$ cat src/rtl/fifo_32x24.sv
// Single-clock 32x24 FIFO with registered read data, exposing raw pointers,
// occupancy and full/empty flags for upstream/downstream control and debug.
module fifo_32x24 #(
    parameter int DATA_WIDTH = 24,
    parameter int ADDR_WIDTH = 5
) (
    input  logic                  clock,
    input  logic                  async_reset_n,
    input  logic                  read_enable,
    input  logic                  write_enable,
    input  logic [DATA_WIDTH-1:0] data_in,
    output logic                  FULL,
    output logic                  EMPTY,
    output logic [DATA_WIDTH-1:0] data_out,
    output logic [ADDR_WIDTH:0]   read_pointer,
    output logic [ADDR_WIDTH:0]   write_pointer,
    output logic [ADDR_WIDTH:0]   used_words
);

    localparam int DEPTH = 1 << ADDR_WIDTH;

    logic [DATA_WIDTH-1:0] mem [DEPTH];
    logic [ADDR_WIDTH:0]   rd_ptr;
    logic [ADDR_WIDTH:0]   wr_ptr;
    logic [DATA_WIDTH-1:0] dout_q;
    logic                  wr_acc;
    logic                  rd_acc;

    // Flags decode the wrap bit: equal addresses mean empty when the wrap
    // bits agree and full when they differ, so the two can never coincide.
    assign EMPTY      = (wr_ptr == rd_ptr);
    assign FULL       = (wr_ptr[ADDR_WIDTH-1:0] == rd_ptr[ADDR_WIDTH-1:0]) &&
                        (wr_ptr[ADDR_WIDTH] != rd_ptr[ADDR_WIDTH]);
    assign used_words = wr_ptr - rd_ptr;

    assign wr_acc = write_enable && !FULL && async_reset_n;
    assign rd_acc = read_enable && !EMPTY && async_reset_n;

    always_ff @(posedge clock or negedge async_reset_n) begin
        if (!async_reset_n) begin
            rd_ptr <= '0;
            wr_ptr <= '0;
            dout_q <= '0;
        end else begin
            if (wr_acc) begin
                wr_ptr <= wr_ptr + 1'b1;
            end
            if (rd_acc) begin
                dout_q <= mem[rd_ptr[ADDR_WIDTH-1:0]];
                rd_ptr <= rd_ptr + 1'b1;
            end
        end
    end

    // Storage is left uninitialised; the pointers alone define valid contents.
    always_ff @(posedge clock) begin
        if (wr_acc) begin
            mem[wr_ptr[ADDR_WIDTH-1:0]] <= data_in;
        end
    end

    assign data_out      = dout_q;
    assign read_pointer  = rd_ptr;
    assign write_pointer = wr_ptr;

endmodule

$ cat config.mk
export PLATFORM = sky130hd
export DESIGN_NAME = fifo_32x24
export DESIGN_NICKNAME = d
export VERILOG_FILES = /design/src/rtl/fifo_32x24.sv
export SDC_FILE = /design/constraint.sdc
export NUM_CORES = 1
export LEC_CHECK = 0
export CORE_ASPECT_RATIO = 0.5
export CORE_MARGIN = 1.5
export CORE_UTILIZATION = 41
export CTS_CLUSTER_DIAMETER = 200
export DETAILED_ROUTE_END_ITERATION = 12
export GPL_ROUTABILITY_DRIVEN = 1
export MAX_ROUTING_LAYER = met4
export PLACE_DENSITY_LB_ADDON = 0.05
export SLEW_MARGIN = 20
export SYNTH_ARGS = -nofsm -noshare
export SYNTH_HDL_FRONTEND = slang
export SYNTH_SLANG_ARGS = --single-unit
$ cat constraint.sdc
create_clock -name clock -period 4.61 [get_ports clock]
set_input_delay 0.6915 -clock clock [delete_from_list [all_inputs] [get_ports clock]]
set_output_delay 0.6915 -clock clock [all_outputs]
set_load 0.005 [all_outputs]
==> results of run 1 <==
-- worst paths after layout --
kind | from | to | cells after the start
min | async_reset_n | data_out[10]$_DFFE_PN0P_ | 2
min in group clock | data_out[17]$_DFFE_PN0P_ | data_out[17]$_DFFE_PN0P_ | 1
max reg2reg | read_pointer[0]$_DFFE_PN0P_ | data_out[3]$_DFFE_PN0P_ | 8
max | read_pointer[1]$_DFFE_PN0P_ | used_words[5] | 9
max in group asynchronous | async_reset_n | read_pointer[0]$_DFFE_PN0P_ | 2
min reg2reg | data_out[17]$_DFFE_PN0P_ | data_out[17]$_DFFE_PN0P_ | 1
-- sequential cells by signal, indices dropped and copies added (netlist names) --
name	flops
mem	768
data_out	24
read_pointer	6
write_pointer	6
-- layout make-up --
class	instances	share of cell area, %
tap	1022	3.58
sequential	804	67.1
clock inverter	35	0.599
clock buffer	97	5.81
inverter	10	0.105
timing repair buffer	152	3.86
multi-input combinational	639	18.9
antenna	3	0.0210
-- through the flow --
| step | util [%] | setup slack (ps) | hold slack (ps) |
|---|---|---|---|
| after global routing | 47.5 | 607 | 311 |
| after CTS | 47.6 | 741 | 279 |
| after detailed placement | 44.5 | 1190 | 467 |
| final | 47.5 | 777 | 335 |
| after floorplan | - | 941 | 396 |
| after global placement | 44.5 | 1120 | 471 |
-- layer usage --
metal	GRT usage, %	vias up
met5	-	-
met4	4.73	0
met3	5.55	107
met2	32.2	452
met1	33.0	8529
li1	-	6630
-- kinds of logic after synthesis --
kind of cell             Yosys count  synth area share [%]
AO/OA/AOI/OAI                    224                  5.20
AND/OR/NAND/NOR                  125                  1.68
buffers and inverters            100                  1.91
flip-flops                       804                  77.0
multiplexers                     264                  13.3
XOR/XNOR                          15                 0.422
adder cells (fa/ha/maj)           11                 0.466
-- power groups by stage --
stage          clock network [mW]  registers [mW]  logic, mW
6_report                     5.94            8.61       6.45
5_1_grt                      6.34            8.64       6.87
4_1_cts                      6.07            8.62       6.48
3_5_place_dp                    0            8.78       6.46
3_3_place_gp                    0            8.77       6.43
2_1_floorplan                   0            8.63       3.96
-- worst reg2reg max path: cells and delay by family (launching register included) --
| family | cells | cell delay (ps) |
|---|---|---|
| simple gates | 4 | 1270 |
| flops | 1 | 650 |
| fa+ha+maj | 1 | 390 |
| compound gates | 2 | 540 |
| buf+inv | 1 | 540 |
-- cell usage after synthesis, types with 9 or more instances --
cell                          n
sky130_fd_sc_hd__buf_4       12
sky130_fd_sc_hd__dfrtp_1     36
sky130_fd_sc_hd__o22ai_1     24
sky130_fd_sc_hd__ha_1        10
sky130_fd_sc_hd__clkbuf_1    43
sky130_fd_sc_hd__inv_1       10
sky130_fd_sc_hd__nand2_1     63
sky130_fd_sc_hd__a21oi_1     53
sky130_fd_sc_hd__o21ai_0     13
sky130_fd_sc_hd__o21ai_1     13
sky130_fd_sc_hd__a211oi_1    23
sky130_fd_sc_hd__nor2_1      39
sky130_fd_sc_hd__mux2i_1    144
sky130_fd_sc_hd__mux4_2     120
sky130_fd_sc_hd__buf_2       15
sky130_fd_sc_hd__o221ai_1    23
sky130_fd_sc_hd__edfxtp_1   768
sky130_fd_sc_hd__a21o_1      25
sky130_fd_sc_hd__xnor2_1      9
sky130_fd_sc_hd__buf_6        9
sky130_fd_sc_hd__a221oi_1    24
sky130_fd_sc_hd__a2111oi_2    9
==> impl_results.rst, run 1 <==
.. list-table::
   :header-rows: 1

   * - Metric
     - Value
   * - RSZ-0062 raised after global routing
     - false
   * - Leakage component of the power
     - 11.7 nW
   * - Clock Skews
     - 25.1 ps
   * - Number of register bits inferred by synthesis
     - 804
   * - Final std cell area, no fill
     - 35,700 sq um
   * - Die height
     - 198 um
   * - Most common cell after layout, fill and taps aside
     - sky130_fd_sc_hd__edfxtp_1
   * - CTS clock-pin slew for the worst setup and hold paths
     - 70 ps
   * - Final critical path time including I/O delays and setup
     - 3830 ps
   * - Category of the worst setup path capture point
     - output port
   * - Die width
     - 393 um
   * - Number of filler cells placed in the layout
     - 6,333
   * - Detailed-route wire length
     - 83,800 um
   * - Layout Nets
     - 1,721
   * - Total design power
     - 21.0 mW
   * - Met1 wire length
     - 39,800 um
   * - Post-synthesis sequential area ratio
     - 77.0%
   * - Max-cap violation count
     - 0
   * - Number of hold-repair buffers added at the cts stage
     - 0
   * - Buffering stage count on the worst path with inverters included
     - 2
   * - Cell variety after synth
     - 43
   * - Via total after detailed routing
     - 15,718
   * - Global-route wire length before repair
     - 118,000 um
   * - Part of the total power dissipated in sequential elements
     - 41.0%
   * - Synth area leader
     - sky130_fd_sc_hd__edfxtp_1
   * - Clk_lat worst skew
     - 650 ps
   * - Net switching share of the total power
     - 31.8%
   * - Logic pwr share
     - 30.7%
   * - Max IR drop VDD
     - 0.520 mV
   * - Synth-to-layout area growth
     - 14.8%
   * - Slowest library cell on the worst path
     - sky130_fd_sc_hd__clkdlybuf4s50_1
   * - HPWL after detailed placement
     - 46,800 um
   * - Routed length on met3
     - 5510 um
   * - Slew of the pin with the lowest slew margin
     - 1120 ps
   * - Clk pwr share
     - 28.3%
   * - Net count after synthesis
     - 1,582
   * - Fraction of synthesized cell area taken by the top area cell type
     - 74.1%
   * - Critical path data arrival time
     - 3140 ps
   * - Predominant post-synthesis flop cell
     - sky130_fd_sc_hd__edfxtp_1
   * - Share of synthesized flip-flops with an asynchronous set or reset
     - 4.48%
   * - Number of routed nets with antenna violations
     - 0
   * - # IOs
     - 72
   * - Slack of the worst reg-to-reg path
     - 1160 ps
   * - Power density over cell area
     - 588 nW/um^2
   * - Highest layer used for signal routing
     - met4
   * - Footprint of the multi-input gates
     - 6750 sq um
   * - Final RePlAce weighted congestion
     - 0.811
   * - Synthesized area per cell
     - 20.2 sq um
   * - WP data required
     - 3920 ps
   * - Hold Path Class
     - input pin to async pin
   * - Overall routing resource usage
     - 22.6%
   * - Pint
     - 14.3 mW
   * - Count of TritonRoute iterations in the first routing pass
     - 5
   * - Antenna violations before repair
     - 3
   * - Routed WL per cell
     - 30.3 um
   * - Residual overflow from global routing
     - 0
   * - Total CTS buffers
     - 75
   * - Count of pins over their slew limit
     - 0
   * - Number of flops mapped to enable cells by yosys
     - 768
   * - Top cells by area in the synthesized netlist
     - sky130_fd_sc_hd__edfxtp_1, sky130_fd_sc_hd__mux4_2, sky130_fd_sc_hd__mux2i_1, sky130_fd_sc_hd__dfrtp_1, sky130_fd_sc_hd__a21oi_1
   * - Netlist area before placement
     - 31,100 sq um
   * - Top fanout value on the critical path
     - 4
   * - Top library cells by usage in the layout, fill and taps aside
     - sky130_fd_sc_hd__edfxtp_1, sky130_fd_sc_hd__mux2i_1, sky130_fd_sc_hd__mux4_2
   * - Register cell area after layout
     - 24,000 sq um
   * - Top cell family by delay on the critical path
     - buffers and inverters
   * - Result of the run
     - finished clean
   * - Detailed-route DRC error count
     - 0
   * - Max-slew headroom at the worst pin
     - 25.4%
   * - Number of global-route vias before repair
     - 16,131
   * - Site Rows
     - 71
   * - Die outline area
     - 77,700 sq um
   * - Clock tree buffer depth
     - 3
   * - Maximum number of pins on one net before global-route repair
     - 106
   * - Number of gates given a new drive strength after cts
     - 0
   * - Fraction of layout instances using a drive strength above 1
     - 21.7%
   * - Post-route non-filler standard cell count
     - 2,762
   * - Port bufs
     - 71
   * - Final critical-path share of the clock period
     - 83.2%
   * - Vias per cell
     - 5.69
   * - Net switching power
     - 6.69 mW
   * - Metal2 WL
     - 37,200 um
   * - Number of cells after detailed placement
     - 2,627
   * - Startpoint types
     - flip-flop
   * - Final hold violation count
     - 0
   * - Initial Utilization
     - 41.4%
   * - Sum Neg Setup Slack
     - 0 ps
   * - Core Box Area
     - 75,200 sq um
   * - Synth Warn #
     - 0
   * - Maximum clock rate
     - 0.261 GHz
   * - Highest cell delay on the worst timing path
     - 520 ps
   * - Area after DPL
     - 33,500 sq um
   * - Worst setup path category
     - flip-flop to output port
   * - Clk Tree Root Cell
     - sky130_fd_sc_hd__clkbuf_16
   * - Violation count after the first detailed-route iteration
     - 1,630
   * - H-tree level count
     - 3
   * - Number of buffers added for setup after CTS
     - 0
   * - Cell Chain, Critical Path
     - inv_1 -> ha_1 -> nor2b_1 -> o21ai_0 -> nand2b_1 -> a21o_1 -> a21oi_1 -> xor2_1 -> clkdlybuf4s50_1
   * - Number of endpoints failing setup at the final stage
     - 0
   * - Total clock sinks
     - 804
   * - Number of instances in the synthesized netlist
     - 1,543
   * - Clock tree from TritonCTS
     - built
No activity file was read; power rests on OpenSTA's default activity.
==> run 2: changes to the inputs <==
==> constraint.sdc (replaced) <==
create_clock -name clock -period 3.3 [get_ports clock]
set_input_delay 0.495 -clock clock [delete_from_list [all_inputs] [get_ports clock]]
set_output_delay 0.495 -clock clock [all_outputs]
set_load 0.005 [all_outputs]
==> run 2 against run 1 <==
- via count is 0.83% higher
- power is 42% higher
- flip-flop and latch count stayed put
- critical path depth is 3 lower
- clock skew is 4.6 ps lower
- register-to-register slack worse by 1100 ps
- sequential power is 38% higher
- sequential share of layout area is 1.3 points lower
- combinational power is 47% higher
- routed wire length is 3.8% lower
- first-iteration DRC count is 12% lower
- cell count is 2.0% higher
- critical path type is now flip-flop to flip-flop
- largest cell class unchanged
==> impl_results.rst, run 2 (same netlist as run 1, synthesis figures left out) <==
.. list-table::
   :header-rows: 1

   * - Metric
     - Value
   * - Result of the run
     - finished clean
   * - Number of routed nets with antenna violations
     - 0 (unchanged)
   * - Hold Path Class
     - input pin to async pin
   * - Clock tree buffer depth
     - 3 (unchanged)
   * - Power density over cell area
     - 817 nW/um^2 (+39%)
   * - Flip-flop count of the largest register after layout
     - 768 (unchanged)
   * - Clk Tree Root Cell
     - sky130_fd_sc_hd__clkbuf_16
   * - HPWL after detailed placement
     - 45,900 um (-2.1%)
   * - Area after DPL
     - 34,000 sq um (+1.7%)
   * - Count of TritonRoute iterations in the first routing pass
     - 5 (unchanged)
   * - Max-cap violation count
     - 0 (unchanged)
   * - Detailed-route DRC error count
     - 0 (unchanged)
   * - RSZ-0062 raised after global routing
     - true
   * - Count of pins over their slew limit
     - 0 (unchanged)
   * - Critical path data arrival time
     - 3720 ps (+580 ps)
   * - Sum Neg Setup Slack
     - 0 ps (unchanged)
   * - Category of the worst setup path capture point
     - flip-flop
   * - Clock Skews
     - 20.5 ps (-4.63 ps)
   * - Overall routing resource usage
     - 21.8% (-0.83 points)
   * - Number of global-route vias before repair
     - 16,120 (-0.068%)
   * - Final critical path time including I/O delays and setup
     - 3200 ps
   * - Maximum number of pins on one net before global-route repair
     - 71 (-33%)
   * - Final critical-path share of the clock period
     - 97.0%
   * - Launching element of the worst setup path
     - read_pointer[1]$_DFFE_PN0P_
   * - Routed WL per cell
     - 28.6 um (-5.7%)
   * - Launch instance of the worst register-to-register path
     - read_pointer[1]$_DFFE_PN0P_
   * - Number of filler cells placed in the layout
     - 6,226 (-1.7%)
   * - Total clock sinks
     - 804 (unchanged)
   * - Die outline area
     - 77,700 sq um (unchanged)
   * - Maximum clock rate
     - 0.313 GHz
   * - Leakage component of the power
     - 12.0 nW (+2.8%)
   * - Number of hold-repair buffers added at the cts stage
     - 0 (unchanged)
   * - Final RePlAce weighted congestion
     - 0.861 (+6.2%)
   * - Residual overflow from global routing
     - 0 (unchanged)
   * - Antenna violations before repair
     - 1 (-2)
   * - # IOs
     - 72 (unchanged)
   * - Vias per cell
     - 5.63 (-1.1%)
   * - Slew of the pin with the lowest slew margin
     - 1070 ps (-48.2 ps)
   * - Worst setup path category
     - flip-flop to flip-flop
   * - Max-slew headroom at the worst pin
     - 28.6% (+3.2 points)
   * - Startpoint types
     - flip-flop
   * - Initial Utilization
     - 41.4% (unchanged)
   * - Total design power
     - 29.8 mW (+42%)
   * - Final hold violation count
     - 0 (unchanged)
   * - Port bufs
     - 71 (unchanged)
   * - Die height
     - 198 um (unchanged)
   * - Die width
     - 393 um (unchanged)
   * - H-tree level count
     - 3 (unchanged)
   * - Routed length on met3
     - 4570 um (-17%)
   * - CTS clock-pin slew for the worst setup and hold paths
     - 70 ps (about the same)
   * - Layout Nets
     - 1,772 (+3.0%)
   * - Via total after detailed routing
     - 15,849 (+0.83%)
   * - Number of endpoints failing setup at the final stage
     - 0 (unchanged)
   * - Site Rows
     - 71 (unchanged)
   * - Max IR drop VDD
     - 0.748 mV (+44%)
   * - Highest layer used for signal routing
     - met4
   * - Fraction of layout instances using a drive strength above 1
     - 22.9% (+1.2 points)
   * - Metal2 WL
     - 35,500 um (-4.4%)
   * - Violation count after the first detailed-route iteration
     - 1,438 (-12%)
   * - Clk_lat worst skew
     - 640 ps (about the same)
   * - Met1 wire length
     - 39,300 um (-1.3%)
   * - Total CTS buffers
     - 75 (unchanged)
   * - Synth-to-layout area growth
     - 17.1%
   * - Core Box Area
     - 75,200 sq um (unchanged)
   * - Clock tree from TritonCTS
     - built
   * - Final std cell area, no fill
     - 36,400 sq um (+2.0%)
   * - WP data required
     - 3820 ps (-100 ps)
   * - Detailed-route wire length
     - 80,600 um (-3.8%)
   * - Top fanout value on the critical path
     - 55 (+51)
   * - Most common cell after layout, fill and taps aside
     - sky130_fd_sc_hd__edfxtp_1
   * - Top library cells by usage in the layout, fill and taps aside
     - sky130_fd_sc_hd__edfxtp_1, sky130_fd_sc_hd__mux2i_1, sky130_fd_sc_hd__mux4_2
   * - Global-route wire length before repair
     - 115,000 um (-2.8%)
-- run 2: layout make-up --
cell class                      instances  area [sq um]  share of cell area (%)
Sequential cell                       804         24000                    65.8
Clock inverter                         29           206                   0.567
Clock buffer                          107          2130                    5.85
Inverter                               10          40.0                   0.110
Timing Repair Buffer                  203          2040                    5.59
Antenna cell                            2          5.00                  0.0137
Multi-Input combinational cell        639          6760                    18.5
Tap cell                             1022          1280                    3.51
-- run 2: path summary, 6_finish.rpt --
path / to / slack [ps] / cells after the start
max: data_out[9]$_DFFE_PN0P_ / 100 / 6
min: data_out[7]$_DFFE_PN0P_ / 100 / 2
max reg2reg: data_out[9]$_DFFE_PN0P_ / 100 / 6
min reg2reg: data_out[12]$_DFFE_PN0P_ / 490 / 1
max in group asynchronous: read_pointer[0]$_DFFE_PN0P_ / 2670 / 2
min in group clock: write_pointer[0]$_DFFE_PN0P_ / 480 / 5
-- run 2: routing by layer --
layer | up-vias | GRT usage (%)
met2 | 399 | 31.2
li1 | 6735 | -
met5 | - | -
met1 | 8632 | 32.6
met4 | 0 | 4.55
met3 | 83 | 3.98
-- run 2: power by group --
| part | internal [mW] | total (mW) | leakage [nW] | switching (mW) |
|---|---|---|---|---|
| Clock | 4.73 | 8.37 | 1.14 | 3.64 |
| Combinational | 4.07 | 9.50 | 3.53 | 5.43 |
| Sequential | 11.7 | 11.9 | 7.35 | 0.229 |
-- run 2: what timing repair did --
| action | CTS | global route |
|---|---|---|
| setup endpoints to repair | 3 | 2 |
| buffers inserted | 2 | 0 |
| endpoints found under the hold margin | 0 | 0 |
| gates resized for setup | 2 | 5 |
| pin swaps | 0 | 1 |
-- run 2: per-stage QoR --
step / instances / hold slack (ps) / utilization [%] / setup slack, ps
2_1_floorplan: 1543 / 199 / - / -369
3_3_place_gp: 2676 / 466 / 45.3 / 189
3_5_place_dp: 2676 / 473 / 45.3 / 153
4_1_cts: 2814 / 57.1 / 48.4 / 8.54
5_1_grt: 2814 / 92.4 / 48.5 / -9.84
6_report: 2816 / 99.8 / 48.5 / 100
-- run 2: critical path: stages, from the launching register on --
cell,delay [ps]
sky130_fd_sc_hd__dfrtp_4,470
sky130_fd_sc_hd__buf_4,780
sky130_fd_sc_hd__mux4_2,460
sky130_fd_sc_hd__a2111oi_2,900
sky130_fd_sc_hd__buf_4,230
sky130_fd_sc_hd__a211oi_1,50
sky130_fd_sc_hd__a21o_1,170
==> run 3: changes to the inputs <==
--- a/config.mk
+++ b/config.mk
@@ -11,6 +11,7 @@
 export CTS_CLUSTER_DIAMETER = 200
 export DETAILED_ROUTE_END_ITERATION = 12
 export GPL_ROUTABILITY_DRIVEN = 1
+export GPL_TIMING_DRIVEN = 0
 export MAX_ROUTING_LAYER = met4
 export PLACE_DENSITY_LB_ADDON = 0.05
 export SLEW_MARGIN = 20
==> run 3 against run 2 <==
- critical path depth increased by 1
- critical path type is now flip-flop to output port
- combinational power increased by 5.1%
- hold slack better by 270 ps
- non-clock buffer count increased by 34
- fmax up 0.76%
- power grew 1.9%
- largest cell class unchanged
- die area did not move
- highest routed layer unchanged
- first-iteration DRC count up 1.9%
- largest power group unchanged
==> impl_results.rst, run 3 (same netlist as run 1, synthesis figures left out) <==
.. list-table::
   :header-rows: 1

   * - Metric
     - Value
   * - Result of the run
     - finished clean
   * - Clock Skews
     - 21.0 ps (+0.528 ps)
   * - Worst hold slack
     - 373 ps (+273 ps)
   * - Top fanout value on the critical path
     - 4 (-93%)
   * - Pint
     - 20.5 mW (+0.10%)
   * - Core Util, Final
     - 49.4% (+0.97 points)
   * - Maximum clock rate
     - 0.315 GHz (+0.76%)
   * - Residual overflow from global routing
     - 0 (unchanged)
   * - Clock tree buffer depth
     - 3 (unchanged)
   * - Clk_lat worst skew
     - 650 ps (about the same)
   * - Final RePlAce weighted congestion
     - 0.822 (-4.6%)
   * - Launching element of the worst setup path
     - read_pointer[0]$_DFFE_PN0P_
   * - Net switching share of the total power
     - 32.5% (+1.2 points)
   * - Number of filler cells placed in the layout
     - 6,183 (-0.69%)
   * - Total CTS buffers
     - 74 (-1.3%)
   * - Initial Utilization
     - 41.4% (unchanged)
   * - Final critical-path setup slack
     - 124 ps (+24.2 ps)
   * - Category of the worst setup path capture point
     - output port
   * - Sum Neg Setup Slack
     - 0 ps (unchanged)
   * - Clk pwr share
     - 27.9% (-0.2 points)
   * - Top library cells by usage in the layout, fill and taps aside
     - sky130_fd_sc_hd__edfxtp_1, sky130_fd_sc_hd__mux2i_1, sky130_fd_sc_hd__mux4_2
   * - Setup crit end
     - used_words[4]
   * - Final std cell area, no fill
     - 37,200 sq um (+2.0%)
   * - Net switching power
     - 9.85 mW (+5.9%)
   * - Pre-CTS setup slack
     - -1700 ps (-1850 ps)
   * - Count of TritonRoute iterations in the first routing pass
     - 5 (unchanged)
   * - Worst setup path category
     - flip-flop to output port
   * - Via total after detailed routing
     - 16,070 (+1.4%)
   * - Slew of the pin with the lowest slew margin
     - 1110 ps (+36.0 ps)
   * - Most common cell after layout, fill and taps aside
     - sky130_fd_sc_hd__edfxtp_1
   * - Number of endpoints failing setup at the final stage
     - 0 (unchanged)
   * - Die width
     - 393 um (unchanged)
   * - Synth-to-layout area growth
     - 19.4%
   * - Antenna violations before repair
     - 4 (+3)
   * - Slack of the worst reg-to-reg path
     - 140 ps (+40 ps)
   * - Power density over cell area
     - 816 nW/um^2 (about the same)
   * - Launch instance of the worst register-to-register path
     - read_pointer[1]$_DFFE_PN0P_
   * - # IOs
     - 72 (unchanged)
   * - Final hold violation count
     - 0 (unchanged)
   * - Total clock sinks
     - 804 (unchanged)
   * - Die outline area
     - 77,700 sq um (unchanged)
   * - Die height
     - 198 um (unchanged)
   * - Part of the total power dissipated in sequential elements
     - 39.2% (-0.8 points)
   * - Max IR drop VDD
     - 0.336 mV (-55%)
   * - Fraction of layout instances using a drive strength above 1
     - 24.2% (+1.3 points)
   * - Routed WL per cell
     - 29.4 um (+2.6%)
   * - Highest cell delay on the worst timing path
     - 530 ps (-370 ps)
   * - R2r worst-path depth
     - 9 (+3)
   * - Critical path data arrival time
     - 2680 ps (-1040 ps)
   * - Layout Nets
     - 1,805 (+1.9%)
   * - Slowest library cell on the worst path
     - sky130_fd_sc_hd__clkdlybuf4s50_1
   * - Detailed-route DRC error count
     - 0 (unchanged)
   * - CTS clock-pin slew for the worst setup and hold paths
     - 60 ps (about the same)
   * - H-tree level count
     - 3 (unchanged)
   * - Final critical path time including I/O delays and setup
     - 3180 ps (-24.2 ps)
   * - Site Rows
     - 71 (unchanged)
   * - Vias per cell
     - 5.64 (+0.26%)
   * - Detailed-route wire length
     - 83,600 um (+3.8%)
   * - Count of pins over their slew limit
     - 0 (unchanged)
   * - Leakage component of the power
     - 12.2 nW (+1.7%)
   * - Logic pwr share
     - 32.9% (+1.0 points)
   * - Max-cap violation count
     - 0 (unchanged)
   * - Flip-flop count of the largest register after layout
     - 768 (unchanged)
   * - Clock tree from TritonCTS
     - built
   * - Cell Chain, Critical Path
     - ha_1 -> fa_2 -> inv_1 -> a21o_1 -> a21oi_1 -> xnor2_1 -> clkdlybuf4s50_1
   * - Global-route wire length before repair
     - 120,000 um (+4.3%)
   * - RSZ-0062 raised after global routing
     - false
   * - Violation count after the first detailed-route iteration
     - 1,466 (+1.9%)
   * - HPWL after detailed placement
     - 56,500 um (+23%)
   * - WP data required
     - 2800 ps (-1020 ps)
   * - Port bufs
     - 71 (unchanged)
   * - Startpoint types
     - flip-flop
   * - Hold Path Class
     - input pin to async pin
   * - Clk Tree Root Cell
     - sky130_fd_sc_hd__clkbuf_16
   * - Max-slew headroom at the worst pin
     - 26.3% (-2.3 points)
   * - Overall routing resource usage
     - 22.8% (+0.98 points)
   * - Number of routed nets with antenna violations
     - 0 (unchanged)
   * - Endpoint of the worst register-to-register path
     - data_out[11]$_DFFE_PN0P_
   * - Area after DPL
     - 34,200 sq um (+0.36%)
   * - Final critical-path share of the clock period
     - 96.2% (-0.73 points)
   * - Number of global-route vias before repair
     - 16,602 (+3.0%)
   * - Core Box Area
     - 75,200 sq um (unchanged)
   * - Maximum number of pins on one net before global-route repair
     - 33 (-54%)
run 3: changes by cell type in the layout (fill, tap and decap cells not counted), moves of 4 or more:
cell	delta
sky130_fd_sc_hd__clkdlybuf4s50_1	-23
sky130_fd_sc_hd__buf_6	+11
sky130_fd_sc_hd__nor2_4	+15
sky130_fd_sc_hd__nor2_2	-18
sky130_fd_sc_hd__buf_1	+4
sky130_fd_sc_hd__clkbuf_1	+39
sky130_fd_sc_hd__buf_16	+27
sky130_fd_sc_hd__inv_6	+6
sky130_fd_sc_hd__a2111oi_4	+6
sky130_fd_sc_hd__clkinv_1	-7
sky130_fd_sc_hd__a2111oi_1	-7
sky130_fd_sc_hd__buf_4	-71
sky130_fd_sc_hd__buf_2	+41
run 3: area by class of cell:
class                      count  area, sq um  area share (%)
clock inverter                34          328           0.882
antenna                        1         2.50         0.00673
timing repair buffer         148         1970            5.30
sequential                   804        24000            64.5
tap                         1022         1280            3.44
multi-input combinational    639         6960            18.7
inverter                      10         43.8           0.118
clock buffer                 101         1990            5.36
buffer                        89          608            1.64
run 3: repair_timing:
item	4_1_cts	5_1_grt
gates resized for setup	35	11
hold buffers	1	0
pin swaps	22	0
hold endpoints to repair	18	0
buffers inserted	39	0
endpoints found under the setup margin	808	12
run 3: how the worst min path moves through the flow:
stage | slack [ps] | end | cells after the start
2_1_floorplan | 200 | data_out[0]$_DFFE_PN0P_ | 0
3_3_place_gp | 460 | data_out[12]$_DFFE_PN0P_ | 1
3_5_place_dp | 470 | data_out[8]$_DFFE_PN0P_ | 1
4_1_cts | 360 | data_out[7]$_DFFE_PN0P_ | 2
5_1_grt | 400 | data_out[7]$_DFFE_PN0P_ | 2
6_report | 370 | data_out[7]$_DFFE_PN0P_ | 2
run 3: power by group through the flow:
| stage | Clock [mW] | Combinational, mW | Sequential, mW |
|---|---|---|---|
| finish | 8.46 | 9.98 | 11.9 |
| global route | 9.05 | 10.6 | 11.9 |
| CTS | 8.65 | 9.96 | 11.9 |
| detailed placement | 0 | 9.60 | 12.1 |
| global placement | 0 | 9.21 | 12.1 |
| floorplan | 0 | 5.54 | 12.1 |
run 3: layer usage:
| layer | GRT usage [%] | wire length [um] | vias to the layer above |
|---|---|---|---|
| li1 | - | - | 6819 |
| met1 | 33.5 | 39900 | 8714 |
| met2 | 33.6 | 37800 | 439 |
| met3 | 3.82 | 4630 | 98 |
| met4 | 4.42 | 1310 | 0 |
| met5 | - | 0 | - |
run 3: critical path, delay by kind of cell (launching register included):
family / cells / cell delay, ps
AOI/OAI and AO/OA: 2 / 180
adders and majority gates: 2 / 610
DFF: 1 / 450
buffers and inverters: 2 / 600
xor gates and xnor gates: 1 / 200
run 3: through the flow:
stage / std cells / power [mW]
floorplan: 1543 / 17.6
global placement: 2636 / 21.3
detailed placement: 2673 / 21.7
CTS: 2847 / 30.5
global route: 2847 / 31.6
finish: 2848 / 30.3
